$ cat config.mk
export PLATFORM = sky130hd
export DESIGN_NAME = fp32_mul_norm_round_flat
export DESIGN_NICKNAME = d
export VERILOG_FILES = /design/src/rtl/fp32_pkg.sv /design/src/rtl/fp32_mul_norm_round_if.sv /design/src/rtl/fp_round_rne.sv /design/src/rtl/fp32_mul_norm_round.sv /design/src/flat_wrapper.sv
export SDC_FILE = /design/constraint.sdc
export NUM_CORES = 1
export LEC_CHECK = 0
export BUFFER_PORTS_ARGS = -buffer_cell sky130_fd_sc_hd__buf_2
export CORE_ASPECT_RATIO = 1.2
export CORE_MARGIN = 4
export CORE_UTILIZATION = 45
export CTS_BUF_LIST = sky130_fd_sc_hd__clkbuf_8
export CTS_CLUSTER_SIZE = 40
export DETAILED_ROUTE_END_ITERATION = 12
export PLACE_DENSITY_LB_ADDON = 0.12
export SETUP_SLACK_MARGIN = 0.4
export SYNTH_ARGS = -nofsm -noshare
export SYNTH_HDL_FRONTEND = slang
export SYNTH_SLANG_ARGS = --single-unit
$ cat constraint.sdc
create_clock -name clk -period 6.1 [get_ports clk]
set_input_delay 0.61 -clock clk [delete_from_list [all_inputs] [get_ports clk]]
set_output_delay 0.61 -clock clk [all_outputs]
set_load 0.02 [all_outputs]
$ cat src/rtl/fp32_pkg.sv
// Shared constants, operand class encodings and FSM state type for the FP32
// multiplier post-multiply stage.
package fp32_pkg;

  localparam int FP_EXP_W  = 8;
  localparam int FP_MANT_W = 23;
  localparam int FP_BIAS   = 127;

  localparam logic [31:0] QNAN = 32'h7FC0_0000;

  typedef enum logic [1:0] {
    CLS_NORM = 2'b00,
    CLS_ZERO = 2'b01,
    CLS_INF  = 2'b10,
    CLS_NAN  = 2'b11
  } cls_t;

  typedef enum logic [1:0] {
    IDLE  = 2'd0,
    NORM  = 2'd1,
    ROUND = 2'd2,
    HOLD  = 2'd3
  } state_t;

endpackage

$ cat src/rtl/fp32_mul_norm_round_if.sv
// Operand/product capture bus and result handshake of the post-multiply stage.
// out_valid rises with a result and stays high until sampled together with
// out_ready at a clk edge; result and flags are stable while out_valid is high.
interface fp32_mul_norm_round_if;
  import fp32_pkg::*;

  logic                            sign_a;
  logic                            sign_b;
  logic [FP_EXP_W-1:0]             exp_a;
  logic [FP_EXP_W-1:0]             exp_b;
  logic [1:0]                      cls_a;
  logic [1:0]                      cls_b;
  logic [2*(FP_MANT_W+1)-1:0]      mul_prod;
  logic                            mul_ready;
  logic                            out_ready;
  logic [FP_EXP_W+FP_MANT_W:0]     result;
  logic                            out_valid;
  logic                            flag_ovf;
  logic                            flag_unf;
  logic                            flag_inx;
  logic                            flag_inv;
  logic                            busy;
  logic                            err_overrun;

  modport master (
    output sign_a, sign_b, exp_a, exp_b, cls_a, cls_b, mul_prod, mul_ready, out_ready,
    input  result, out_valid, flag_ovf, flag_unf, flag_inx, flag_inv, busy, err_overrun
  );

  modport slave (
    input  sign_a, sign_b, exp_a, exp_b, cls_a, cls_b, mul_prod, mul_ready, out_ready,
    output result, out_valid, flag_ovf, flag_unf, flag_inx, flag_inv, busy, err_overrun
  );

endinterface

$ cat src/rtl/fp_round_rne.sv
// Round-to-nearest-even increment of a normalised fraction given guard and
// sticky bits; carry reports a wrap of the fraction to zero.
module fp_round_rne #(
  parameter int MANT_W = 23
) (
  input  logic [MANT_W-1:0] frac,
  input  logic              g,
  input  logic              s,
  output logic [MANT_W-1:0] frac_rnd,
  output logic              carry,
  output logic              inexact
);

  logic inc;

  // Ties (g set, s clear) round up only when that makes the lsb even.
  assign inc                 = g & (s | frac[0]);
  assign {carry, frac_rnd}   = {1'b0, frac} + (MANT_W+1)'(inc);
  assign inexact             = g | s;

endmodule

$ cat src/rtl/fp32_mul_norm_round.sv
// FP32 multiplier back end: captures the mantissa product on the rising edge of
// mul_ready, normalises, rounds (RNE), range-checks and packs a binary32 result.
module fp32_mul_norm_round
  import fp32_pkg::*;
#(
  parameter int EXP_W  = FP_EXP_W,
  parameter int MANT_W = FP_MANT_W,
  parameter int BIAS   = FP_BIAS
) (
  input  logic   clk,
  input  logic   reset,
  fp32_mul_norm_round_if.slave bus,
  output state_t dbg_state
);

  localparam int PW = 2 * (MANT_W + 1);
  localparam int EW = EXP_W + 2;
  localparam int RW = 1 + EXP_W + MANT_W;

  localparam logic signed [EW-1:0] E_MAX = EW'((1 << EXP_W) - 1);
  localparam logic signed [EW-1:0] E_MIN = '0;

  state_t state, state_nx;
  logic   rdy_d;
  logic   cap_edge;

  logic              sign_r;
  logic [EXP_W-1:0]  exp_a_r, exp_b_r;
  logic [1:0]        cls_a_r, cls_b_r;
  logic [PW-1:0]     prod_r;

  logic [EW-1:0]     e_sum, e_norm;
  logic [MANT_W-1:0] frac_norm;
  logic              g_norm, s_norm;
  logic              nan_any, inf_any, zero_any;
  logic              spec_norm, inv_norm;
  logic [RW-1:0]     spec_val_norm;

  logic [EW-1:0]     e_n;
  logic [MANT_W-1:0] frac_n;
  logic              g_n, s_n, spec_n, inv_n;
  logic [RW-1:0]     spec_val_n;

  logic [MANT_W-1:0] frac_rnd;
  logic              carry, inexact;
  logic signed [EW-1:0] e_rnd;
  logic [RW-1:0]     res_nx;
  logic              ovf_nx, unf_nx, inx_nx, inv_nx;

  assign cap_edge      = bus.mul_ready & ~rdy_d;
  assign dbg_state     = state;
  assign bus.out_valid = (state == HOLD);
  assign bus.busy      = (state != IDLE);

  always_ff @(posedge clk) begin
    if (reset) begin
      state           <= IDLE;
      rdy_d           <= 1'b1;
      bus.err_overrun <= 1'b0;
    end else begin
      state           <= state_nx;
      rdy_d           <= bus.mul_ready;
      bus.err_overrun <= cap_edge & (state != IDLE);
    end
  end

  always_comb begin
    state_nx = state;
    unique case (state)
      IDLE:    if (cap_edge) state_nx = NORM;
      NORM:    state_nx = ROUND;
      ROUND:   state_nx = HOLD;
      HOLD:    if (bus.out_ready) state_nx = IDLE;
      default: state_nx = IDLE;
    endcase
  end

  always_ff @(posedge clk) begin
    if (state == IDLE && cap_edge) begin
      sign_r  <= bus.sign_a ^ bus.sign_b;
      exp_a_r <= bus.exp_a;
      exp_b_r <= bus.exp_b;
      cls_a_r <= bus.cls_a;
      cls_b_r <= bus.cls_b;
      prod_r  <= bus.mul_prod;
    end
  end

  // Exponent kept 2 bits wider than EXP_W so over/underflow stay visible as
  // signed values through rounding.
  assign e_sum  = EW'(exp_a_r) + EW'(exp_b_r) - EW'(BIAS);
  assign e_norm = prod_r[PW-1] ? e_sum + EW'(1) : e_sum;

  always_comb begin
    frac_norm = '0;
    g_norm    = 1'b0;
    s_norm    = 1'b0;
    if (prod_r[PW-1]) begin
      frac_norm = prod_r[PW-2 -: MANT_W];
      g_norm    = prod_r[PW-2-MANT_W];
      s_norm    = |prod_r[PW-3-MANT_W:0];
    end else begin
      frac_norm = prod_r[PW-3 -: MANT_W];
      g_norm    = prod_r[PW-3-MANT_W];
      s_norm    = |prod_r[PW-4-MANT_W:0];
    end
  end

  assign nan_any  = (cls_a_r == CLS_NAN)  | (cls_b_r == CLS_NAN);
  assign inf_any  = (cls_a_r == CLS_INF)  | (cls_b_r == CLS_INF);
  assign zero_any = (cls_a_r == CLS_ZERO) | (cls_b_r == CLS_ZERO);

  always_comb begin
    spec_norm     = nan_any | inf_any | zero_any;
    inv_norm      = 1'b0;
    spec_val_norm = '0;
    if (nan_any || (inf_any && zero_any)) begin
      spec_val_norm = RW'(QNAN);
      inv_norm      = inf_any & zero_any;
    end else if (inf_any) begin
      spec_val_norm = {sign_r, {EXP_W{1'b1}}, {MANT_W{1'b0}}};
    end else if (zero_any) begin
      spec_val_norm = {sign_r, {(RW-1){1'b0}}};
    end
  end

  always_ff @(posedge clk) begin
    if (state == NORM) begin
      e_n        <= e_norm;
      frac_n     <= frac_norm;
      g_n        <= g_norm;
      s_n        <= s_norm;
      spec_n     <= spec_norm;
      inv_n      <= inv_norm;
      spec_val_n <= spec_val_norm;
    end
  end

  fp_round_rne #(.MANT_W(MANT_W)) u_round (
    .frac     (frac_n),
    .g        (g_n),
    .s        (s_n),
    .frac_rnd (frac_rnd),
    .carry    (carry),
    .inexact  (inexact)
  );

  assign e_rnd = e_n + EW'(carry);

  always_comb begin
    res_nx = {sign_r, e_rnd[EXP_W-1:0], frac_rnd};
    ovf_nx = 1'b0;
    unf_nx = 1'b0;
    inx_nx = inexact;
    inv_nx = 1'b0;
    if (spec_n) begin
      res_nx = spec_val_n;
      inx_nx = 1'b0;
      inv_nx = inv_n;
    end else if (e_rnd >= E_MAX) begin
      res_nx = {sign_r, {EXP_W{1'b1}}, {MANT_W{1'b0}}};
      ovf_nx = 1'b1;
      inx_nx = 1'b1;
    end else if (e_rnd <= E_MIN) begin
      res_nx = {sign_r, {(RW-1){1'b0}}};
      unf_nx = 1'b1;
      inx_nx = 1'b1;
    end
  end

  always_ff @(posedge clk) begin
    if (reset) begin
      bus.result   <= '0;
      bus.flag_ovf <= 1'b0;
      bus.flag_unf <= 1'b0;
      bus.flag_inx <= 1'b0;
      bus.flag_inv <= 1'b0;
    end else if (state == ROUND) begin
      bus.result   <= res_nx;
      bus.flag_ovf <= ovf_nx;
      bus.flag_unf <= unf_nx;
      bus.flag_inx <= inx_nx;
      bus.flag_inv <= inv_nx;
    end
  end

endmodule

$ cat src/flat_wrapper.sv
// flat-port wrapper written by rule: the top's interface ports become plain ports
module fp32_mul_norm_round_flat import fp32_pkg::*;
#(
  parameter int EXP_W  = FP_EXP_W,
  parameter int MANT_W = FP_MANT_W,
  parameter int BIAS   = FP_BIAS
)
  (clk, reset, dbg_state, bus_sign_a, bus_sign_b, bus_exp_a, bus_exp_b, bus_cls_a, bus_cls_b, bus_mul_prod, bus_mul_ready, bus_out_ready, bus_result, bus_out_valid, bus_flag_ovf, bus_flag_unf, bus_flag_inx, bus_flag_inv, bus_busy, bus_err_overrun);
  fp32_mul_norm_round_if bus_i ();
  input  logic clk;
  input  logic reset;
  output state_t dbg_state;
  input wire logic [$bits(bus_i.sign_a)-1:0] bus_sign_a;
  input wire logic [$bits(bus_i.sign_b)-1:0] bus_sign_b;
  input wire logic [$bits(bus_i.exp_a)-1:0] bus_exp_a;
  input wire logic [$bits(bus_i.exp_b)-1:0] bus_exp_b;
  input wire logic [$bits(bus_i.cls_a)-1:0] bus_cls_a;
  input wire logic [$bits(bus_i.cls_b)-1:0] bus_cls_b;
  input wire logic [$bits(bus_i.mul_prod)-1:0] bus_mul_prod;
  input wire logic [$bits(bus_i.mul_ready)-1:0] bus_mul_ready;
  input wire logic [$bits(bus_i.out_ready)-1:0] bus_out_ready;
  output wire logic [$bits(bus_i.result)-1:0] bus_result;
  output wire logic [$bits(bus_i.out_valid)-1:0] bus_out_valid;
  output wire logic [$bits(bus_i.flag_ovf)-1:0] bus_flag_ovf;
  output wire logic [$bits(bus_i.flag_unf)-1:0] bus_flag_unf;
  output wire logic [$bits(bus_i.flag_inx)-1:0] bus_flag_inx;
  output wire logic [$bits(bus_i.flag_inv)-1:0] bus_flag_inv;
  output wire logic [$bits(bus_i.busy)-1:0] bus_busy;
  output wire logic [$bits(bus_i.err_overrun)-1:0] bus_err_overrun;
  assign bus_i.sign_a = bus_sign_a;
  assign bus_i.sign_b = bus_sign_b;
  assign bus_i.exp_a = bus_exp_a;
  assign bus_i.exp_b = bus_exp_b;
  assign bus_i.cls_a = bus_cls_a;
  assign bus_i.cls_b = bus_cls_b;
  assign bus_i.mul_prod = bus_mul_prod;
  assign bus_i.mul_ready = bus_mul_ready;
  assign bus_i.out_ready = bus_out_ready;
  assign bus_result = bus_i.result;
  assign bus_out_valid = bus_i.out_valid;
  assign bus_flag_ovf = bus_i.flag_ovf;
  assign bus_flag_unf = bus_i.flag_unf;
  assign bus_flag_inx = bus_i.flag_inx;
  assign bus_flag_inv = bus_i.flag_inv;
  assign bus_busy = bus_i.busy;
  assign bus_err_overrun = bus_i.err_overrun;
  fp32_mul_norm_round #(.EXP_W(EXP_W), .MANT_W(MANT_W), .BIAS(BIAS)) u_core (.clk(clk), .reset(reset), .bus(bus_i), .dbg_state(dbg_state));
endmodule
# [Word level (Yosys, flattened, before mapping)]
# Cells that the tools add are included.
[totals] reg_bits=178 input_bits=74 output_inout_bits=41 word_cells=83
[op_classes] n_addsub=5 n_lt_le_gt_ge=2 n_eq_ne=11 muxes=21 bitwise=13 reduce_logical=9
[op_table] cell="$mux 32" n=3
[op_table] cell="$mux 31" n=2
[op_table] cell="$add 23x1->24" n=1
[op_table] cell="$mux 23" n=1
[op_table] cell="$reduce_or 23->1" n=1
[op_table] cell="$reduce_or 22->1" n=1
[op_table] cell="$eq 2x2->1 const B" n=6
[op_table] cell="$mux 1" n=11
[op_table] cell="$add 10x1->10" n=1
[op_table] cell="$add 10x1->10 const B" n=1
[op_table] cell="$ge 10x9->1 const B" n=1
[op_table] cell="$le 10x1->1 const B" n=1
[op_table] cell="$mux 10" n=1
[op_table] cell="$sub 10x7->10 const B" n=1
[op_table] cell="$add 8x8->9" n=1
[op_table] cell="$pmux 2 s4" n=1
[op_table] cell="$or 1x1->1" n=7
[op_table] cell="$eq 2x1->1 const B" n=3
[op_table] cell="$and 1x1->1" n=4
[op_table] cell="$mux 2" n=2
[op_table] cell="$logic_and 1x1->1" n=2
[op_table] cell="$logic_not 2->1" n=1
[op_table] cell="$ne 2x1->1 const B" n=1
[op_table] cell="$ne 2x2->1 const B" n=1
[op_table] cell="other kinds (6)" n=6

# [Depth between registers and ports, before layout]
[depth] word_depth=8 mapped_depth=16 ltp_nobuf=14

# [By module]
# From an unflattened synthesis, not the netlist that was laid out.
[hier_totals] hier_cells=483 hier_area_um2=6610.1
[modules_own_cells] mod="fp32_mul_norm_round" n_inst=1 cells_each=411 area_each_um2=6107.1 seq_area_each_um2=4073.9
[modules_own_cells] mod="fp_round_rne" n_inst=1 cells_each=72 area_each_um2=503.0 seq_area_each_um2=0.0

# [Least setup slack after synthesis]
# No wires, ideal clock.
[synth_path] path_type="flip-flop to flip-flop" from="register u_core.state[1] (netlist: u_core.dbg_state[1])" to="register u_core.cls_a_r[0] (enable)" setup_time_ns=0.496 arrival_time_ns=3.744 required_ns=5.604 path_slack_ns=1.860 stages_incl_launch_ff=5 n_path_buf=0 period_less_slack_ns=4.240 cell_sequence="dfxtp_1 -> inv_1 -> ha_1 -> inv_1 -> nor2_1"
[synth_between] elab_chain_len=2
[synth_lines] element="start, declared" line_no="fp32_mul_norm_round.sv:23" rtl="state_t state, state_nx;"
[synth_lines] element="start signal, assigned" line_no="fp32_mul_norm_round.sv:61" rtl="state <= state_nx;"
[synth_lines] element="$logic_not 2->1" line_no="fp32_mul_norm_round.sv:79" rtl="if (state == IDLE && cap_edge) begin"
[synth_lines] element="$logic_and 1x1->1" line_no="fp32_mul_norm_round.sv:79"
[synth_lines] element="end signal, assigned" line_no="fp32_mul_norm_round.sv:83" rtl="cls_a_r <= bus.cls_a;"
[synth_lines] element="end, declared" line_no="fp32_mul_norm_round.sv:29" rtl="logic [1:0] cls_a_r, cls_b_r;"
# Every way passes these cells.
# A chain may end at the register's enable or synchronous reset.

# [Worst setup path after layout]
[layout_path] from="register u_core.frac_n[8]" to="register u_core.bus.result[15]"
[layout_between] elab_chain_len=6 word_cells_on_any_way=7 cone_classes="add/sub (2); order compare (2); mux (3)"
[layout_lines] element="start, declared" line_no="fp32_mul_norm_round.sv:40" rtl="logic [MANT_W-1:0] frac_n;"
[layout_lines] element="start signal, assigned" line_no="fp32_mul_norm_round.sv:130" rtl="frac_n <= frac_norm;"
[layout_lines] element="$add 23x1->24 *" line_no="fp_round_rne.sv:18" rtl="assign {carry, frac_rnd} = {1'b0, frac} + (MANT_W+1)'(inc);"
[layout_lines] element="$add 10x1->10" line_no="fp32_mul_norm_round.sv:148" rtl="assign e_rnd = e_n + EW'(carry);"
[layout_lines] element="$le 10x1->1" line_no="fp32_mul_norm_round.sv:164" rtl="end else if (e_rnd <= E_MIN) begin"
[layout_lines] element="$mux 31" line_no="fp32_mul_norm_round.sv:164"
[layout_lines] element="$mux 31 *" line_no="fp32_mul_norm_round.sv:160" rtl="end else if (e_rnd >= E_MAX) begin"
[layout_lines] element="$mux 32 *" line_no="fp32_mul_norm_round.sv:156" rtl="if (spec_n) begin"
[layout_lines] element="end signal, assigned" line_no="fp32_mul_norm_round.sv:179" rtl="bus.result <= res_nx;"
[layout_lines] element="end, declared" line_no="fp32_mul_norm_round_if.sv:32" rtl="output result, out_valid, flag_ovf, flag_unf, flag_inx, flag_inv, busy, err_overrun"
# Every way passes the cells marked *; elsewhere a longest branch is shown, timed or not.

==> summary.md <==
| Metric | Value |
|---|---|
| Status | finished, final reports clean |
| Setup crit end | u_core.bus.result[15]$_SDFFE_PP0P_ |
| Final Critical Period | 4090 ps |
| CP max FO | 21 |
| Die width | 120 µm |
| RSZ-0062 raised after global routing | no |
| Syn nets | 619 |
| Pwr per Cell Area | 325 mW/mm² |
| Initial antenna violation count | 0 |
| Maximum vdd ir drop | 0.000139 V |
| Reg2reg start | u_core.frac_n[8]$_DFFE_PN_ |
| Final ANT Viol Nets | 0 |
| Reg2reg end | u_core.bus.result[15]$_SDFFE_PP0P_ |
| Worst setup path class | reg2reg |
| Worst Skew | 13.2 ps |
| I/O pins | 115 |
| Clock Sinks | 149 |
| R2R Setup Slk | 2010 ps |
| Worst-Margin Slew | 945 ps |
| Vias per cell | 5.06 |
| Setup-failing EPs final | 0 |
| Fin area | 0.00793 mm² |
| Tot GR Track Use | 15.2% |
| Row count | 49 |
| Setup TNS | 0 ps |
| DP Wirelength | 9.06 mm |
| Leak pwr | 0.00299 µW |
| Ant. Diodes | 0 |
| Max Clk Rate | 244 MHz |
| Worst skew pair latency | 440 ps |
| CTS buffer count | 17 |
| First-pass GRT wire length | 20.8 mm |
| GRT Residual Overflow | 0 |
| Drt pass-1 iters | 5 |
| Root Buffer | clkbuf_8 |
| DIE HEIGHT | 143 µm |
| Die ar. | 0.0172 mm² |
| Vias in the first global route | 4246 |
| Max_cap viols | 0 |
| Nets@finish | 732 |
| DR iter-0 viols | 179 |
| Critical path startpoint | u_core.frac_n[8]$_DFFE_PN_ |
| Number of port buffers | 114 |
| Startpoint types | flip-flop |
| Initial Util | 45.6% |
| Max_slew headroom | 37.0% |
| Number of synthesized flops with an enable pin | 109 |
| Final Cycle Share | 67.1% |
| Post-CTS setup buffers | 0 |
| Mean post-synth cell area | 13.0 µm² |
| Syn Std Cell Area | 0.00682 mm² |
| Post-synth ARST share | 0% |
| Core area | 0.0150 mm² |
| Hold buffers post-CTS | 0 |
| Routed wire length | 12.5 mm |
| Distinct cells, synth | 58 |
| Critical path arrival | 4450 ps |
| Yosys warnings | 0 |
| Sequential area share after synthesis | 59.7% |
| Hold Path Class | in2reg |
| Largest net degree at the start of global routing | 70 |
| Final Hold Fails | 0 |
| Top_reg_cell synth | edfxtp_1 |
| Fill count | 1344 |
| Max-slew violation count | 0 |
| Crit end category | flip-flop |
| Layout cells sized above 1 | 30.6% |
| Synth-to-layout area growth | 16.2% |
| CTS H-tree lvls | 4 |
| CTS Buffer Depth | 2 |
| Reg clk slew, reported paths | 90 ps |
| Post-CTS Resized | 0 |
| R2R depth | 11 |
| CTS tree | built |
| Wire per inst | 14.7 µm |
| Cells after Synth | 525 |
| Placed instance area | 0.00754 mm² |
| Final Wtd Congestion | 0.807 |
| DR vias | 4319 |
| Critical Path RT | 6460 ps |
| #FFs+latches synth | 149 |
| DRC | 0 |
placed cells by master, fill, tap and decap left out, types with 3 or more instances in the layout:
cell,netlist,final
o21a_1,4,4
nand4_1,7,7
a21oi_1,27,27
a21o_1,5,5
nor2_1,24,23
nor2b_1,13,13
mux2_2,24,24
and3_1,5,5
clkbuf_8,0,17
buf_2,3,114
xor2_1,23,23
xnor2_1,21,21
buf_4,1,3
and2_1,4,4
inv_1,15,16
nand3_1,19,19
nand2_1,28,28
nand2b_1,7,7
ha_1,19,18
clkinv_4,0,3
clkinvlp_4,0,3
inv_6,0,4
o21ai_0,4,4
nor3_1,10,10
a31oi_1,4,4
o31ai_1,3,3
mux2i_1,3,3
edfxtp_1,109,109
nor4_1,10,10
nand3b_1,19,19
o21bai_1,3,3
a211oi_1,3,3
dfxtp_1,40,40
o31ai_2,18,18
critical path, stage by stage, from the launching register on:
cell and delay [ps]:
edfxtp_1 440, nand4_1 240, nor4_1 320, nand4_1 140
nor4_1 390, ha_1 300, nand3_2 190, nor4_2 370
mux2i_1 730, o21a_1 270, a21bo_4 350, o31ai_2 250
where the power goes:
part / switching, µW / total [µW] / internal, µW
logic: 304 / 494 / 191
clock network: 374 / 739 / 365
registers: 92.5 / 1350 / 1250
total: 770 / 2580 / 1810
worst min-delay path by stage:
stage	startpoint	slack, ps	endpoint	depth (start not counted)
detailed placement	u_core.bus.flag_ovf$_SDFFE_PP0P_	470	u_core.bus.flag_ovf$_SDFFE_PP0P_	2
global route	bus_exp_b[5]	300	u_core.exp_b_r[5]$_DFFE_PP_	1
CTS	bus_exp_b[5]	300	u_core.exp_b_r[5]$_DFFE_PP_	1
floorplan	u_core.rdy_d$_SDFF_PP1_	500	u_core.bus.err_overrun$_SDFF_PP0_	2
finish	bus_exp_a[4]	330	u_core.exp_a_r[4]$_DFFE_PP_	1
global placement	u_core.bus.flag_inv$_SDFFE_PP0P_	450	u_core.bus.flag_inv$_SDFFE_PP0P_	2
cell families (layout without fill, tap and decap cells):
logic type      after synthesis  after routing  share of synthesized area, %
fa+ha+maj                    20             20                          3.78
compound gates               89             89                          10.6
xor+xnor                     45             45                          5.98
flops                       149            149                          59.7
buf+inv                      38            163                          2.90
simple gates                157            157                          12.7
mux                          27             27                          4.40
cells in the mapped netlist, types with 3 or more instances:
master / instances / area share [%]
mux2i_1: 3 / 0.44
dfxtp_1: 40 / 12
o31ai_1: 3 / 0.33
clkbuf_1: 10 / 0.55
nand2_1: 28 / 1.5
nand3_1: 19 / 1.4
o21a_1: 4 / 0.44
a31oi_1: 4 / 0.37
buf_1: 5 / 0.28
xnor2_1: 21 / 2.7
inv_1: 15 / 0.83
nand4_1: 7 / 0.64
a211oi_1: 3 / 0.33
o21ai_0: 4 / 0.29
mux2_2: 24 / 4.0
o21bai_1: 3 / 0.33
and3_1: 5 / 0.46
a21oi_1: 27 / 2.0
nor3_1: 10 / 0.73
xor2_1: 23 / 3.0
edfxtp_1: 109 / 48
and2_1: 4 / 0.37
a21o_1: 5 / 0.55
nor4_1: 10 / 0.92
nor2b_1: 13 / 1.2
nor2_1: 24 / 1.3
buf_2: 3 / 0.22
o31ai_2: 18 / 3.3
ha_1: 19 / 3.5
nand2b_1: 7 / 0.64
nand3b_1: 19 / 2.1
registers in the layout (all words and copies together) (netlist names), 2 cells and up:
signal	cells
u_core.bus.result	32
u_core.cls_a_r	2
u_core.cls_b_r	2
u_core.dbg_state	2
u_core.e_n	10
u_core.exp_a_r	8
u_core.exp_b_r	8
u_core.frac_n	23
u_core.prod_r	48
u_core.spec_val_n	3
metal layers:
metal,GRT usage [%],wire [µm],vias up
li1,-,-,2198
met5,0,0,-
met4,6.32,186,0
met1,20.6,5900,1977
met3,4.32,877,14
met2,23.0,5580,130
metrics by stage:
step	std cells	utilization, %	total power (µW)	setup slack [ps]	hold slack (ps)
4_1_cts	854	53.0	2610	1920	295
2_1_floorplan	525	-	1730	1860	496
3_3_place_gp	823	50.4	1850	2060	452
5_1_grt	854	53.0	2730	1630	295
3_5_place_dp	823	50.4	1870	1950	470
6_report	854	53.0	2580	2010	333
layout make-up:
type                       instances  area [µm²]  area share, %
clock inverter                    14         153           1.93
tap                              204         255           3.22
sequential                       149        4070           51.4
multi-input combinational        338        2560           32.3
timing repair buffer             117         593           7.48
inverter                          15        56.3          0.710
clock buffer                      17         234           2.95
No activity file was read; power rests on OpenSTA's default activity.
